### config.mk
export PLATFORM = sky130hd
export DESIGN_NAME = result_bus_arbiter
export DESIGN_NICKNAME = d
export VERILOG_FILES = /design/src/rtl/result_bus_arbiter.sv
export SDC_FILE = /design/constraint.sdc
export NUM_CORES = 1
export LEC_CHECK = 0
export BUFFER_PORTS_ARGS = -buffer_cell sky130_fd_sc_hd__buf_2
export CORE_MARGIN = 3
export CORE_UTILIZATION = 45
export CTS_CLUSTER_DIAMETER = 150
export DETAILED_ROUTE_END_ITERATION = 12
export PLACE_DENSITY = 0.65
export SYNTH_ARGS = -nofsm -noshare
export SYNTH_HDL_FRONTEND = slang
export SYNTH_SLANG_ARGS = --single-unit
### constraint.sdc
create_clock -name clk -period 8.94 [get_ports clk]
set_input_delay 0.447 -clock clk [delete_from_list [all_inputs] [get_ports clk]]
set_output_delay 0.447 -clock clk [all_outputs]
set_load 0.01 [all_outputs]
### src/rtl/result_bus_arbiter.sv
// Result broadcast bus arbiter: each functional unit owns a 2-entry result FIFO,
// and a round-robin arbiter drains one FIFO head per cycle onto a registered bus.
module result_bus_arbiter #(
    parameter int NUM_FU       = 4,
    parameter int PRN_BITS     = 6,
    parameter int INST_ID_BITS = 6,
    parameter int BUF_DEPTH    = 2,
    localparam int SRC_W       = (NUM_FU > 1) ? $clog2(NUM_FU) : 1
) (
    input  logic                                   clk,
    input  logic                                   rst,
    input  logic                                   flush,
    input  logic [NUM_FU-1:0]                      fu_valid,
    output logic [NUM_FU-1:0]                      fu_ready,
    input  logic [NUM_FU-1:0][PRN_BITS-1:0]        fu_prn,
    input  logic [NUM_FU-1:0][INST_ID_BITS-1:0]    fu_inst_id,
    input  logic [NUM_FU-1:0][63:0]                fu_value,
    output logic                                   result_valid,
    output logic [PRN_BITS-1:0]                    result_prn,
    output logic [INST_ID_BITS-1:0]                result_inst_id,
    output logic [63:0]                            result_value,
    output logic [SRC_W-1:0]                       result_src
);

    localparam int ENT_W = PRN_BITS + INST_ID_BITS + 64;

    logic [ENT_W-1:0]           r_mem [NUM_FU][2];
    logic [NUM_FU-1:0][1:0]     r_cnt;
    logic [NUM_FU-1:0][1:0]     w_cnt_nxt;
    logic [NUM_FU-1:0]          r_rd_ptr;
    logic [NUM_FU-1:0]          r_wr_ptr;
    logic [NUM_FU-1:0]          r_ready;
    logic [NUM_FU-1:0]          w_push;
    logic [NUM_FU-1:0]          w_pop;
    logic [NUM_FU-1:0]          w_nonempty;
    logic [SRC_W-1:0]           r_rr_ptr;
    logic [SRC_W-1:0]           w_gnt_idx;
    logic [SRC_W-1:0]           w_rr_nxt;
    logic                       w_gnt_vld;
    logic [ENT_W-1:0]           w_head;

    logic                       r_res_vld;
    logic [PRN_BITS-1:0]        r_res_prn;
    logic [INST_ID_BITS-1:0]    r_res_id;
    logic [63:0]                r_res_val;
    logic [SRC_W-1:0]           r_res_src;

    always_comb begin
        for (int k = 0; k < NUM_FU; k++) begin
            w_nonempty[k] = (r_cnt[k] != 2'd0);
            w_push[k]     = fu_valid[k] && r_ready[k];
        end
    end

    // Two passes: the second (indices at or above rr_ptr) overrides the first,
    // so the lowest index >= rr_ptr wins, otherwise the lowest index below it.
    always_comb begin
        w_gnt_vld = 1'b0;
        w_gnt_idx = '0;
        for (int k = NUM_FU - 1; k >= 0; k--) begin
            if (w_nonempty[k] && (k < int'(r_rr_ptr))) begin
                w_gnt_vld = 1'b1;
                w_gnt_idx = SRC_W'(k);
            end
        end
        for (int k = NUM_FU - 1; k >= 0; k--) begin
            if (w_nonempty[k] && (k >= int'(r_rr_ptr))) begin
                w_gnt_vld = 1'b1;
                w_gnt_idx = SRC_W'(k);
            end
        end
    end

    always_comb begin
        for (int k = 0; k < NUM_FU; k++) begin
            w_pop[k]     = w_gnt_vld && (w_gnt_idx == SRC_W'(k));
            w_cnt_nxt[k] = r_cnt[k] + {1'b0, w_push[k]} - {1'b0, w_pop[k]};
        end
        w_head   = r_mem[w_gnt_idx][r_rd_ptr[w_gnt_idx]];
        w_rr_nxt = (w_gnt_idx == SRC_W'(NUM_FU - 1)) ? '0 : w_gnt_idx + SRC_W'(1);
    end

    // Ready is registered from next occupancy, so a full FIFO can never be pushed.
    always_ff @(posedge clk or negedge rst) begin
        if (!rst) begin
            r_cnt    <= '0;
            r_rd_ptr <= '0;
            r_wr_ptr <= '0;
            r_ready  <= '1;
            r_rr_ptr <= '0;
        end else if (flush) begin
            r_cnt    <= '0;
            r_rd_ptr <= '0;
            r_wr_ptr <= '0;
            r_ready  <= '1;
            r_rr_ptr <= '0;
        end else begin
            for (int k = 0; k < NUM_FU; k++) begin
                r_cnt[k]   <= w_cnt_nxt[k];
                r_ready[k] <= (w_cnt_nxt[k] < 2'(BUF_DEPTH));
                if (w_push[k]) r_wr_ptr[k] <= ~r_wr_ptr[k];
                if (w_pop[k])  r_rd_ptr[k] <= ~r_rd_ptr[k];
            end
            if (w_gnt_vld) r_rr_ptr <= w_rr_nxt;
        end
    end

    always_ff @(posedge clk) begin
        for (int k = 0; k < NUM_FU; k++) begin
            if (rst && !flush && w_push[k])
                r_mem[k][r_wr_ptr[k]] <= {fu_prn[k], fu_inst_id[k], fu_value[k]};
        end
    end

    always_ff @(posedge clk or negedge rst) begin
        if (!rst) begin
            r_res_vld <= 1'b0;
            r_res_prn <= '0;
            r_res_id  <= '0;
            r_res_val <= '0;
            r_res_src <= '0;
        end else if (flush) begin
            r_res_vld <= 1'b0;
        end else begin
            r_res_vld <= w_gnt_vld;
            if (w_gnt_vld) begin
                {r_res_prn, r_res_id, r_res_val} <= w_head;
                r_res_src <= w_gnt_idx;
            end
        end
    end

    assign fu_ready       = r_ready;
    assign result_valid   = r_res_vld;
    assign result_prn     = r_res_prn;
    assign result_inst_id = r_res_id;
    assign result_value   = r_res_val;
    assign result_src     = r_res_src;

endmodule

==> flow_metrics.tcl <==
set metrics [dict create \
    outcome "complete, no violations" \
    reg2reg_depth 13 \
    power_leakage_nw 12.5 \
    synth-simple-area-share 0.0608 \
    finalHoldViolCount 0 \
    core-area_um2 59200 \
    synth_compound_area_frac 0.113 \
    place_area_um2 29800 \
    synth_cell_type_count 38 \
    power_density_nw_per_um2 362 \
    rows 89 \
    critPathMostFrequentCell "ha_1" \
    clk_latency_ns 0.61 \
    viasPerCell 5.55 \
    reg2reg_to "r_cnt[5]" \
    dp_hpwl_um 42600 \
    final_util 0.568 \
    cts_tree "yes" \
    drive_gt1_frac 0.225 \
    worst_ep_arrival_time_ns 5.30 \
    wl_per_cell_um 23.0 \
    endpoint "r_cnt[5]" \
    place.gp.congestion 0.857 \
    grt_overflow_total 0 \
    slowest_stage "buf_4" \
    fin_crit_ns 4.75 \
    timing.final.crit_share 0.531 \
    avgSynthCellArea_um2 14.6 \
    post-place-ws_ns 4.30 \
    io_pins 394 \
    cap_viol_max_count 0 \
    path_max_fanout 145 \
    rrSetupSlack_ns 4.19 \
    dr.pass1.iters 5 \
    cts_setup_buffers 0 \
    portBuffers 393 \
    synth_fa_ha_area_frac 0.00416 \
    power_w 0.0122 \
    synth_top_family_by_area "compound AO/OA/AOI/OAI gates" \
    grt_util_all_layers 0.229 \
    startpoint "r_cnt[0]" \
    fin_setup_tns_ns 0 \
    nets 2676 \
    endpoint_kind "flip-flop" \
    r2r-start "r_cnt[0]" \
    grt_max_degree 232 \
    wl_um 73900 \
    die_h_um 251 \
    drt_iter0_drc 1570 \
    slew_headroom 0.241 \
    clk_pin_slew_ns 0.06 \
    route.vias.total 17800 \
    crit_path_max_incr_delay_ns 0.96 \
    setup_slack_ns 4.19 \
    rsz0062_at_grt "false" \
    clockBufferDepth 3 \
    setup_violations 0 \
    h-tree-depth 3 \
    grt_pass1_vias 18100 \
    clock_skew_ns 0.0169 \
    die_area_um2 63200 \
    cp_cell_sequence "o21ai_0 -> a311o_1 -> nand2_8 -> inv_8 -> buf_4 -> ha_1 -> and2_1 -> ha_1 -> inv_1 -> ha_1 -> xnor2_1 -> or2_2 -> inv_1" \
    syn-num-nets 2170 \
    nFillCells 4726 \
    worstPathRequired_ns 9.49 \
    route.detailed.drc 0 \
    cts_sinks 709 \
    drv_slew 0 \
    initial_core_util 0.457 \
    grt_pass1_wl_um 109000 \
    die_w_um 251 \
    synthesis.area_um2 27100 \
    min_path_type "primary input to flip-flop" \
    finish.instance_area_um2 33700 \
    worst_pin_slew_ns 1.14 \
    antenna_left 0 \
    numCtsBuffers 74 \
    seq_area_frac_synth 0.767 \
    min_from "fu_inst_id[16]" \
    synth_cells 1850 \
    ir_worst_vdd_uv 449 \
    fmax_ghz 0.211 \
    synth.ff_latch_count 709 \
    root_buffer "clkbuf_16" \
    critical_path_class "flip-flop to flip-flop" \
    synthXorXnorAreaFrac 0.00517 \
    muxShareOfSynthArea 0.0289 \
    ys.warnings.count 0 \
    crit_path_start_kind "flip-flop" \
    areaGrowthSynthToFinish_pct 24.2 \
    antenna_found_initial 22 \
]
worst max-delay path, delay by kind of cell (launching register included):
family / cells / cell delay [ns]
fa+ha+maj: 3 / 0.67
buf+inv: 4 / 1.91
simple gates: 3 / 0.87
compound gates: 2 / 0.49
xor+xnor: 1 / 0.07
flops: 1 / 0.41
layer usage:
layer / GRT usage / wire, µm / share of wire
met1: 0.292 / 29300 / 0.40
met2: 0.392 / 37100 / 0.50
met3: 0.0517 / 5500 / 0.074
met4: 0.0762 / 1920 / 0.026
met5: 0 / 47 / 0.00064
cell type report:
cell class | instances | area, µm² | share of cell area
well taps | 773 | 967 | 0.0287
clock inverters | 27 | 345 | 0.0103
diodes | 17 | 42.5 | 0.00126
flip-flops and latches | 709 | 20800 | 0.618
repair buffers | 558 | 3560 | 0.106
clock buffers | 110 | 2080 | 0.0618
inverters | 15 | 65.1 | 0.00193
multi-input cells | 998 | 5810 | 0.173
stage by stage:
step | cells | hold slack (ns)
3_3_place_gp | 2917 | 0.443
3_5_place_dp | 2917 | 0.447
2_1_floorplan | 1850 | 0.151
5_1_grt | 3204 | -0.00416
4_1_cts | 3185 | 0.0000124
6_report | 3207 | 0.0321
worst min-delay path by stage:
| stage | end | slack [ns] | depth (start not counted) |
|---|---|---|---|
| final | r_mem[2][144] | 0.03 | 1 |
| after floorplan | r_cnt[0] | 0.15 | 0 |
| after global placement | result_value[36] | 0.44 | 1 |
| after CTS | r_mem[2][11] | 0.00001 | 1 |
| after global routing | r_mem[2][144] | -0.004 | 1 |
| after detailed placement | result_value[37] | 0.45 | 1 |
synthesized netlist by cell type:
master | instances | area (µm²)
dfstp_2 | 4 | 105
nor2b_1 | 5 | 31.3
nand2_1 | 310 | 1160
o221ai_1 | 1 | 8.76
nand2_2 | 1 | 6.26
xnor2_1 | 15 | 131
buf_2 | 28 | 140
or2_2 | 1 | 6.26
a21o_1 | 1 | 7.51
o21ba_2 | 1 | 10.0
a211oi_1 | 1 | 7.51
mux2_2 | 2 | 22.5
a31oi_1 | 77 | 482
xor2_1 | 1 | 8.76
mux2i_1 | 76 | 761
a21oi_1 | 230 | 1150
a22oi_2 | 1 | 12.5
nand2b_1 | 3 | 18.8
a311o_1 | 1 | 10.0
buf_1 | 11 | 41.3
clkbuf_1 | 89 | 334
inv_1 | 13 | 48.8
nor2_1 | 91 | 342
and2_1 | 1 | 6.26
o311ai_1 | 1 | 8.76
ha_1 | 9 | 113
and3_1 | 1 | 6.26
a22oi_1 | 76 | 571
inv_2 | 2 | 7.51
dfrtp_1 | 97 | 2430
a221o_1 | 76 | 761
nand3_1 | 1 | 5.00
o21ai_0 | 1 | 5.00
a21oi_2 | 1 | 8.76
edfxtp_1 | 608 | 18300
or2_1 | 2 | 12.5
o21bai_1 | 1 | 7.51
nor3_1 | 10 | 50.1
cells by family (layout without fill, tap and decap cells):
family / Yosys count / after routing
AND/OR/NAND/NOR: 426 / 426
other: 0 / 17
AO/OA/AOI/OAI: 469 / 469
buffers and inverters: 143 / 710
flip-flops: 709 / 709
multiplexers: 78 / 78
adder cells (fa/ha/maj): 9 / 9
XOR/XNOR: 16 / 16
power breakdown:
group | switching (W) | internal [W]
sequential | 0.000168 | 0.00397
combinational | 0.00313 | 0.00184
clock | 0.00124 | 0.00182
total | 0.00454 | 0.00763
cells in the final DEF (no fill, tap or decap), types with 17 or more instances in the layout:
master / count
dlygate4sd3_1: 136
nand2_1: 310
dfrtp_1: 97
a31oi_1: 76
clkbuf_16: 76
mux2i_1: 76
diode_2: 17
nor2_1: 91
a22oi_1: 76
buf_4: 29
edfxtp_1: 608
a221o_1: 76
clkbuf_1: 29
a21oi_1: 230
buf_2: 392
flip-flops by register name (all words and copies together), names as in the netlist:
register,count
r_mem,608
result_value,64
r_cnt,8
result_inst_id,6
result_prn,6
fu_ready,4
r_rd_ptr,4
r_wr_ptr,4
r_rr_ptr,2
result_src,2
result_valid,1
repair_timing:
item | 4_1_cts | 5_1_grt
gates resized for setup | 0 | 0
hold endpoints to repair | 276 | 9
hold buffers | 131 | 5
No activity file was read; power rests on OpenSTA's default activity.
